### src/rtl/multicycle_sequencer_if.sv
// rtl/multicycle_sequencer_if.sv - sequencer <-> instruction memory / datapath bundle
interface multicycle_sequencer_if #(
   parameter int PC_W  = 5,
   parameter int CNT_W = 8
);
   logic             start;
   logic [31:0]      instr;
   logic             alu_zero;
   logic [PC_W-1:0]  pc;
   logic             ir_load;
   logic [1:0]       rs_sel;
   logic [1:0]       rt_sel;
   logic             a_load;
   logic             b_load;
   logic             b_sel_imm;
   logic [31:0]      imm;
   logic [2:0]       alu_op;
   logic             alu_out_load;
   logic             reg_we;
   logic [1:0]       wr_sel;
   logic             busy;
   logic             halted;
   logic             illegal;
   logic [CNT_W-1:0] retired;

   modport master (
      input  start, instr, alu_zero,
      output pc, ir_load, rs_sel, rt_sel, a_load, b_load, b_sel_imm, imm,
             alu_op, alu_out_load, reg_we, wr_sel, busy, halted, illegal, retired
   );

   modport slave (
      output start, instr, alu_zero,
      input  pc, ir_load, rs_sel, rt_sel, a_load, b_load, b_sel_imm, imm,
             alu_op, alu_out_load, reg_we, wr_sel, busy, halted, illegal, retired
   );
endinterface

### src/rtl/multicycle_sequencer.sv
// rtl/multicycle_sequencer.sv - multicycle control FSM for the A/B/ALUout datapath
module multicycle_sequencer #(
   parameter int IM_DEPTH = 20,
   parameter int PC_W     = 5,
   parameter int CNT_W    = 8
) (
   input  logic clk,
   input  logic RST,
   multicycle_sequencer_if.master bus
);
   localparam logic [2:0] S_IDLE   = 3'd0;
   localparam logic [2:0] S_FETCH  = 3'd1;
   localparam logic [2:0] S_DECODE = 3'd2;
   localparam logic [2:0] S_EXEC   = 3'd3;
   localparam logic [2:0] S_WB     = 3'd4;
   localparam logic [2:0] S_BRANCH = 3'd5;
   localparam logic [2:0] S_HALT   = 3'd6;

   localparam logic [5:0] OP_RTYPE = 6'b000000;
   localparam logic [5:0] OP_ADDI  = 6'b001000;
   localparam logic [5:0] OP_BEQ   = 6'b000100;
   localparam logic [5:0] OP_HALT  = 6'b111111;

   logic [2:0]       state_q, state_d;
   logic [PC_W-1:0]  pc_q, pc_d;
   logic [31:0]      ir_q, ir_d;
   logic [CNT_W-1:0] retired_q, retired_d;

   logic [5:0]         opcode, funct;
   logic               is_rtype, is_addi, is_beq, is_halt;
   logic [2:0]         r_alu_op;
   logic signed [31:0] imm_ext, br_target;
   logic               br_in_range, at_end, retire;
   logic               unused_ir_bits;

   assign opcode  = ir_q[31:26];
   assign funct   = ir_q[5:0];
   assign imm_ext = {{16{ir_q[15]}}, ir_q[15:0]};
   assign at_end  = (pc_q == PC_W'(IM_DEPTH - 1));
   assign unused_ir_bits = ^{ir_q[25:23], ir_q[20:18]};

   // Instruction class and R-type ALU op decode from the latched IR
   always_comb begin
      r_alu_op = 3'b000;
      is_rtype = 1'b0;
      if (opcode == OP_RTYPE) begin
         is_rtype = 1'b1;
         case (funct)
            6'b100000: r_alu_op = 3'b000;
            6'b100010: r_alu_op = 3'b001;
            6'b100100: r_alu_op = 3'b010;
            6'b100101: r_alu_op = 3'b011;
            6'b101010: r_alu_op = 3'b100;
            default:   is_rtype = 1'b0;
         endcase
      end
      is_addi = (opcode == OP_ADDI);
      is_beq  = (opcode == OP_BEQ);
      is_halt = (opcode == OP_HALT);
   end

   // Branch target in signed 32-bit so negative and past-the-end targets are caught
   always_comb begin
      br_target = $signed({{(32-PC_W){1'b0}}, pc_q}) + 32'sd1
                  + (bus.alu_zero ? imm_ext : 32'sd0);
      br_in_range = (br_target >= 32'sd0) && (br_target < IM_DEPTH);
   end

   // Next-state, PC, IR and retire-count logic
   always_comb begin
      state_d = state_q;
      pc_d    = pc_q;
      ir_d    = ir_q;
      retire  = 1'b0;
      case (state_q)
         S_IDLE:   if (bus.start) state_d = S_FETCH;
         S_FETCH: begin
            ir_d    = bus.instr;
            state_d = S_DECODE;
         end
         S_DECODE: begin
            if (is_rtype || is_addi) state_d = S_EXEC;
            else if (is_beq)         state_d = S_BRANCH;
            else if (is_halt) begin
               state_d = S_HALT;
               retire  = 1'b1;
            end else if (at_end)     state_d = S_HALT;
            else begin
               pc_d    = pc_q + 1'b1;
               state_d = S_FETCH;
            end
         end
         S_EXEC:   state_d = S_WB;
         S_WB: begin
            retire = 1'b1;
            if (at_end) state_d = S_HALT;
            else begin
               pc_d    = pc_q + 1'b1;
               state_d = S_FETCH;
            end
         end
         S_BRANCH: begin
            retire = 1'b1;
            if (br_in_range) begin
               pc_d    = br_target[PC_W-1:0];
               state_d = S_FETCH;
            end else begin
               state_d = S_HALT;
            end
         end
         S_HALT:   state_d = S_HALT;
         default:  state_d = S_IDLE;
      endcase
      retired_d = (retire && (retired_q != '1)) ? retired_q + 1'b1 : retired_q;
   end

   // State and architectural registers; reset wins over any in-flight instruction
   always_ff @(posedge clk) begin
      if (RST) begin
         state_q   <= S_IDLE;
         pc_q      <= '0;
         ir_q      <= '0;
         retired_q <= '0;
      end else begin
         state_q   <= state_d;
         pc_q      <= pc_d;
         ir_q      <= ir_d;
         retired_q <= retired_d;
      end
   end

   // Moore outputs decoded from the state register and IR
   always_comb begin
      bus.ir_load      = 1'b0;
      bus.rs_sel       = 2'b00;
      bus.rt_sel       = 2'b00;
      bus.a_load       = 1'b0;
      bus.b_load       = 1'b0;
      bus.b_sel_imm    = 1'b0;
      bus.imm          = 32'd0;
      bus.alu_op       = 3'b000;
      bus.alu_out_load = 1'b0;
      bus.reg_we       = 1'b0;
      bus.wr_sel       = 2'b00;
      bus.illegal      = 1'b0;
      case (state_q)
         S_FETCH:  bus.ir_load = 1'b1;
         S_DECODE: begin
            bus.a_load  = 1'b1;
            bus.b_load  = 1'b1;
            bus.rs_sel  = ir_q[22:21];
            bus.rt_sel  = ir_q[17:16];
            bus.illegal = !(is_rtype || is_addi || is_beq || is_halt);
         end
         S_EXEC: begin
            bus.alu_out_load = 1'b1;
            bus.imm          = imm_ext;
            if (is_addi) bus.b_sel_imm = 1'b1;
            else         bus.alu_op    = r_alu_op;
         end
         S_WB: begin
            bus.reg_we = 1'b1;
            bus.wr_sel = is_addi ? ir_q[17:16] : ir_q[12:11];
         end
         S_BRANCH: bus.alu_op = 3'b001;
         default: ;
      endcase
   end

   assign bus.pc      = pc_q;
   assign bus.busy    = (state_q != S_IDLE) && (state_q != S_HALT);
   assign bus.halted  = (state_q == S_HALT);
   assign bus.retired = retired_q;
endmodule

### src/flat_wrapper.sv
// flat-port wrapper written by rule: the top's interface ports become plain ports
module multicycle_sequencer_flat 
#(
   parameter int IM_DEPTH = 20,
   parameter int PC_W     = 5,
   parameter int CNT_W    = 8
)
  (clk, RST, bus_start, bus_instr, bus_alu_zero, bus_pc, bus_ir_load, bus_rs_sel, bus_rt_sel, bus_a_load, bus_b_load, bus_b_sel_imm, bus_imm, bus_alu_op, bus_alu_out_load, bus_reg_we, bus_wr_sel, bus_busy, bus_halted, bus_illegal, bus_retired);
  multicycle_sequencer_if #(.PC_W(PC_W), .CNT_W(CNT_W)) bus_i ();
  input  logic clk;
  input  logic RST;
  input wire logic [$bits(bus_i.start)-1:0] bus_start;
  input wire logic [$bits(bus_i.instr)-1:0] bus_instr;
  input wire logic [$bits(bus_i.alu_zero)-1:0] bus_alu_zero;
  output wire logic [$bits(bus_i.pc)-1:0] bus_pc;
  output wire logic [$bits(bus_i.ir_load)-1:0] bus_ir_load;
  output wire logic [$bits(bus_i.rs_sel)-1:0] bus_rs_sel;
  output wire logic [$bits(bus_i.rt_sel)-1:0] bus_rt_sel;
  output wire logic [$bits(bus_i.a_load)-1:0] bus_a_load;
  output wire logic [$bits(bus_i.b_load)-1:0] bus_b_load;
  output wire logic [$bits(bus_i.b_sel_imm)-1:0] bus_b_sel_imm;
  output wire logic [$bits(bus_i.imm)-1:0] bus_imm;
  output wire logic [$bits(bus_i.alu_op)-1:0] bus_alu_op;
  output wire logic [$bits(bus_i.alu_out_load)-1:0] bus_alu_out_load;
  output wire logic [$bits(bus_i.reg_we)-1:0] bus_reg_we;
  output wire logic [$bits(bus_i.wr_sel)-1:0] bus_wr_sel;
  output wire logic [$bits(bus_i.busy)-1:0] bus_busy;
  output wire logic [$bits(bus_i.halted)-1:0] bus_halted;
  output wire logic [$bits(bus_i.illegal)-1:0] bus_illegal;
  output wire logic [$bits(bus_i.retired)-1:0] bus_retired;
  assign bus_i.start = bus_start;
  assign bus_i.instr = bus_instr;
  assign bus_i.alu_zero = bus_alu_zero;
  assign bus_pc = bus_i.pc;
  assign bus_ir_load = bus_i.ir_load;
  assign bus_rs_sel = bus_i.rs_sel;
  assign bus_rt_sel = bus_i.rt_sel;
  assign bus_a_load = bus_i.a_load;
  assign bus_b_load = bus_i.b_load;
  assign bus_b_sel_imm = bus_i.b_sel_imm;
  assign bus_imm = bus_i.imm;
  assign bus_alu_op = bus_i.alu_op;
  assign bus_alu_out_load = bus_i.alu_out_load;
  assign bus_reg_we = bus_i.reg_we;
  assign bus_wr_sel = bus_i.wr_sel;
  assign bus_busy = bus_i.busy;
  assign bus_halted = bus_i.halted;
  assign bus_illegal = bus_i.illegal;
  assign bus_retired = bus_i.retired;
  multicycle_sequencer #(.IM_DEPTH(IM_DEPTH), .PC_W(PC_W), .CNT_W(CNT_W)) u_core (.clk(clk), .RST(RST), .bus(bus_i));
endmodule
### config.mk
export PLATFORM = sky130hd
export DESIGN_NAME = multicycle_sequencer_flat
export DESIGN_NICKNAME = d
export VERILOG_FILES = /design/src/rtl/multicycle_sequencer_if.sv /design/src/rtl/multicycle_sequencer.sv /design/src/flat_wrapper.sv
export SDC_FILE = /design/constraint.sdc
export NUM_CORES = 1
export LEC_CHECK = 0
export CAP_MARGIN = 20
export CORE_UTILIZATION = 64
export DETAILED_ROUTE_END_ITERATION = 10
export DONT_BUFFER_PORTS = 1
export GPL_TIMING_DRIVEN = 0
export PLACE_DENSITY = 0.79
export SLEW_MARGIN = 0
export SYNTH_ARGS = -nofsm -noshare
export SYNTH_HDL_FRONTEND = slang
export SYNTH_SLANG_ARGS = --single-unit
### constraint.sdc
create_clock -name clk -period 4.45 [get_ports clk]
set_input_delay 0.445 -clock clk [delete_from_list [all_inputs] [get_ports clk]]
set_output_delay 0.445 -clock clk [all_outputs]
set_load 0.02 [all_outputs]
Yosys cells after proc, flatten, opt, wreduce, memory -nomap -nowiden
Index checks and enable logic that the tools add are counted.
{"block": "totals", "rom_bits": 0, "inputBits": 36, "reg_bits": 48, "latchBits": 0, "out_inout_bits": 63, "mem_count": 0, "ramBits": 0, "wordCells": 82}
{"block": "classes", "eq_ne": 22, "add_sub_neg": 4, "mul": 0, "order_cmp": 2, "n_mux": 36, "n_div": 0, "n_shift": 0, "n_bitwise": 0, "n_reduce_logical": 14}
{"op": "two-way mux 32 bit", "n": 2}
{"op": "== test 6 bit, second input constant", "n": 6}
{"op": "adder 32 bit", "n": 1}
{"op": "greater-or-equal comparator 32 x 1 -> 1 bit, second input constant", "n": 1}
{"op": "less-than comparator 32 x 6 -> 1 bit, second input constant", "n": 1}
{"op": "two-way mux 5 bit", "n": 5}
{"op": "two-way mux 3 bit", "n": 8}
{"op": "one-hot mux 3 bit (7 select lines)", "n": 1}
{"op": "one-hot mux 5 bit (3 select lines)", "n": 1}
{"op": "two-way mux 1 bit", "n": 12}
{"op": "one-hot mux 3 bit (4 select lines)", "n": 1}
{"op": "== test 3 bit, second input constant", "n": 3}
{"op": "adder 8 x 1 -> 8 bit, second input constant", "n": 1}
{"op": "two-way mux 2 bit", "n": 4}
{"op": "inequality test 2 bit, second input constant", "n": 4}
{"op": "inequality test 8 bit, second input constant", "n": 1}
{"op": "adder 5 x 1 -> 6 bit, second input constant", "n": 1}
{"op": "== test 3 x 2 -> 1 bit, second input constant", "n": 2}
{"op": "== test 6 x 3 -> 1 bit, second input constant", "n": 1}
{"op": "== test 6 x 4 -> 1 bit, second input constant", "n": 1}
{"op": "zero test 6 bit", "n": 1}
{"op": "one-hot mux 3 bit (2 select lines)", "n": 1}
{"op": "nonzero test 3 bit", "n": 2}
{"op": "adder 5 x 1 -> 5 bit, second input constant", "n": 1}
{"op": "12 further kinds", "n": 16}

Logic depth before layout (Yosys ltp)
Gate-level depths: netlist of run 1.
{"block": "logic_depth", "ltp_word": 9, "mapped_depth": 14, "depth_no_buf": 14}

Worst setup path before layout of run 1
OpenSTA, ideal clock, no wires.
{"block": "synth_timing", "kind": "reg2reg", "from": "register u_core.pc_q[0], in the netlist u_core.bus.pc[0]", "to": "register u_core.pc_q[0], in the netlist u_core.bus.pc[0]", "period_less_slack_ns": 3.625, "path_buffers": 0, "setup_time_ns": 0.103, "path_stages_with_launch": 15, "slack_ns": 0.825, "required_ns": 4.347, "arrival_ns": 3.522, "cell_sequence": "dfxtp_1 -> ha_1 -> nand3_1 -> xnor2_1 -> ha_1 -> o211ai_1 -> o211ai_2 -> or3b_1 -> ha_1 -> nand2b_1 -> a311oi_1 -> and4b_4 -> and4_4 -> nor2_2 -> a2111oi_2"}
{"block": "synth_via", "elab_chain_len": 6, "word_cells_on_any_way": 15, "classes_between": "3 x add/sub; 2 x order compare; 2 x eq/ne; 6 x mux; 2 x reduce/logical"}
{"element": "start, declared", "line_no": "multicycle_sequencer.sv:25", "source": "logic [PC_W-1:0] pc_q, pc_d;"}
{"element": "start signal, assigned", "line_no": "multicycle_sequencer.sv:126", "source": "pc_q <= pc_d;"}
{"element": "adder 5 x 1 -> 6 bit, or another cell as far along", "line_no": "multicycle_sequencer.sv:64", "source": "br_target = $signed({{(32-PC_W){1'b0}}, pc_q}) + 32'sd1"}
{"element": "adder 32 bit / two-way mux 5 bit (equally long branches)", "line_no": "multicycle_sequencer.sv:65, multicycle_sequencer.sv:87, multicycle_sequencer.sv:96"}
{"element": "greater-or-equal comparator 32 x 1 -> 1 bit, or another cell as far along", "line_no": "multicycle_sequencer.sv:66", "source": "br_in_range = (br_target >= 32'sd0) && (br_target < IM_DEPTH);"}
{"element": "logical AND 1 bit / two-way mux 5 bit (equally long branches)", "line_no": "multicycle_sequencer.sv:66, multicycle_sequencer.sv:83"}
{"element": "inequality test 2 x 1 -> 1 bit (no source line) / two-way mux 5 bit (equally long branches)"}
{"element": "AND reduction 5 bit (no source line) / one-hot mux 5 bit (3 select lines) (equally long branches)"}
Parallel ways exist; a longest one is shown, timed or not. The select of a mux whose other input is x is not followed.
A chain may end at the register's enable or synchronous reset.

Worst setup path in the final report of run 1
Ends and elaborated chain as after synthesis.

==> metrics.cfg, run 1 <==
[clocking]
cts_root_buf=clkbuf_8
cts_sinks=42
cts_resized=0
cts_tree=done
clockBufferDepth=2
htree_levels=2
cts_buffers=5
post-cts-setup-buffers=0
hold_buffers=0
worstSkewPairLatency_ps=310
clk_pin_slew_ps=100

[synth]
ys_warn_count=0
synth_cell_type_count=54
netlist_instances=389
synthesis.nets=435
yosys_register_bits=42
syn_area_per_cell_um2=7.35
yosysSeqAreaShare=0.294
syn_area_um2=2860
ys_async_sr_fraction=0
synth_flop_cell=dfxtp_1
synth_edf_count=0

[timing]
fin_crit_sh=0.917
whs_ps=259
setup_tns_ps=0
fin_crit_ps=4080
max_freq_ghz=0.245
final_max_slew_viol_count=0
slew_headroom=0.514
tightest_slew_ps=728
setup_viol=0
rsz0062_at_grt=no
final_hold_viol_count=0
worst_slack_ps=370
fin_skew_ps=10.1

[critical_path]
cp_common_cell=ha_1
timing.rr.end=u_core.bus.pc[0]
worstSetupPathType=reg2reg
reg2reg_setup_slack_ps=370
path_max_fanout=6
critPathMaxStageDelay_ps=530
startpoint=u_core.bus.pc[0]
slowest_stage=dfxtp_1
cp_data_required_time_ps=4650
endpoint=u_core.bus.pc[0]
worstPathArrival_ps=4280
r2r_start=u_core.bus.pc[0]
cp.buffers_inverters=0
critical_path.cell_chain=ha_1, nand3_1, xnor2_1, ha_1, o211ai_1, o211ai_2, or3b_1, ha_1, nand2b_1, a311oi_1, and4b_4, and4_4, nor2_2, a2111oi_2
cp.depth=14
cp-start-kind=flop
cp-end-kind=flop
reg2reg_depth=14
path_delay_family=simple AND/OR/NAND/NOR gates

[placement]
place_ws_ps=416
hpwl_um=5380
portBuffers=0
gp_congestion=0.865

[global_routing]
grt_pass1_wl_um=10400
globalRoute.totalOverflow=0
grt_max_degree=18
grt_pass1_vias=2344
grt_use_total=0.295
antenna_found_initial=0

[worst_hold_path]
holdPathStages=2
hold_class=in2reg

[finish]
layout_common_cells=nand2_1 (75), a21oi_1 (43), dfxtp_1 (42), nor2_1 (25), and3_1 (20)
syn2layout_area_growth_pct=5.47
layout_commonest_cell=nand2_1
fill_cells=371
drive_above_1_share=0.0932
diodes=0
nNetsFinal=442
multi_input_area_um2=1790
ff_latch_area_um2=841

[floorplanning]
pin_count=99
die_area_um2=4740
rows=23
die_y_um=68.9
die_x_um=68.9
initial_core_util=0.690
fp.coreArea_um2=4140

[job]
cap_violations=0

[detailed_routing]
postRouteWirelength_um=6970
ant_nets=0
drt_iter0_markers=223
vias=2665
wl_per_cell_um=15.6
drc=0
firstDrtPassIters=5
viasPerCell=5.96

[pwr]
internal-power_w=0.000568
p_comb_frac=0.187
p_clk_frac=0.312
switching_share=0.331
switchingPower_w=0.000281
irDropWorstVdd_uv=272
powerDensity_nw_per_um2=281
power.leakage_nw=1.22
p_seq_frac=0.502

[outcome]
status=completed

registers in the layout, summed over array words and instances, names as in the netlist:
register,flops
u_core.state_q,3
u_core.bus.retired,8
u_core.bus.pc,5
u_core.ir_q,26
cells in the mapped netlist, types with 2 or more instances:
cell,instances,share of area
nand2_1,75,0.098
a21oi_1,43,0.075
dfxtp_1,42,0.29
nor2_1,25,0.033
and3_1,20,0.044
buf_4,17,0.045
clkbuf_1,17,0.022
and2_1,15,0.033
xnor2_1,12,0.037
nand3_1,11,0.019
nor3_1,10,0.017
ha_1,9,0.039
o21ai_0,9,0.016
inv_1,7,0.0092
xor2_1,7,0.021
a211oi_1,5,0.013
nand4_1,5,0.011
nor2b_1,5,0.011
a41oi_1,3,0.0092
and2b_1,3,0.0079
nand2b_1,3,0.0066
nor3b_1,3,0.0079
or3_1,3,0.0066
a21o_1,2,0.0052
a31oi_1,2,0.0044
mux2i_1,2,0.0070
nor2_2,2,0.0044
nor4_1,2,0.0044
o211a_1,2,0.0070
o211ai_2,2,0.0087
o21ai_1,2,0.0035
or2_1,2,0.0044
area by class of cell:
| cell class | count | area share |
|---|---|---|
| Clock inverter | 3 | 0.00830 |
| Tap cell | 50 | 0.0207 |
| Sequential cell | 42 | 0.279 |
| Clock buffer | 5 | 0.0228 |
| Inverter | 8 | 0.00995 |
| Multi-Input combinational cell | 304 | 0.594 |
| Buffer | 35 | 0.0651 |
worst min path at each step:
| stage | start | to | slack (ps) |
|---|---|---|---|
| after floorplan | u_core.ir_q[21] | u_core.ir_q[21] | 430 |
| after global placement | u_core.ir_q[22] | u_core.ir_q[22] | 440 |
| after detailed placement | u_core.ir_q[21] | u_core.ir_q[21] | 450 |
| after CTS | bus_instr[11] | u_core.ir_q[11] | 260 |
| after global routing | bus_instr[11] | u_core.ir_q[11] | 260 |
| final | bus_instr[11] | u_core.ir_q[11] | 260 |
through the flow:
stage	instances	area [µm²]	utilization	total power, W
3_3_place_gp	439	2920	0.705	0.000586
2_1_floorplan	389	2860	-	0.000554
6_report	447	3020	0.728	0.000848
4_1_cts	447	3020	0.728	0.000846
5_1_grt	447	3020	0.728	0.000883
3_5_place_dp	439	2920	0.705	0.000590
power groups by stage:
stage	clock, W	sequential (W)	combinational (W)
2_1_floorplan	0	0.000427	0.000127
3_3_place_gp	0	0.000433	0.000153
3_5_place_dp	0	0.000434	0.000156
4_1_cts	0.000263	0.000425	0.000157
5_1_grt	0.000276	0.000430	0.000177
6_report	0.000264	0.000426	0.000158
kinds of logic (layout without fill, tap and decap cells):
group                    Yosys count  in the layout  synth area share
adder cells (fa/ha/maj)           10             10            0.0464
buffers and inverters             43             51            0.0792
XOR/XNOR                          19             19            0.0582
flip-flops                        42             42             0.294
AO/OA/AOI/OAI                     81             81             0.179
multiplexers                       3              3            0.0109
AND/OR/NAND/NOR                  191            191             0.332
routing by layer:
metal / up-vias / wire (µm) / share of wire / track usage
met4: 0 / 119 / 0.017 / 0.0918
met1: 1193 / 2960 / 0.42 / 0.372
met5: - / 0 / 0 / 0
met2: 114 / 3180 / 0.46 / 0.478
met3: 11 / 709 / 0.10 / 0.0888
li1: 1347 / - / - / -
Power figures use the tool's default switching activity.
==> run 2, diff against run 1 <==
--- a/config.mk
+++ b/config.mk
@@ -11,7 +11,7 @@
 export DONT_BUFFER_PORTS = 1
 export GPL_TIMING_DRIVEN = 0
 export PLACE_DENSITY = 0.79
-export SLEW_MARGIN = 0
+export SLEW_MARGIN = 15
 export SYNTH_ARGS = -nofsm -noshare
 export SYNTH_HDL_FRONTEND = slang
 export SYNTH_SLANG_ARGS = --single-unit
==> results of run 2 <==
No change in the layout: final DEF, timing and power equal those of run 1.
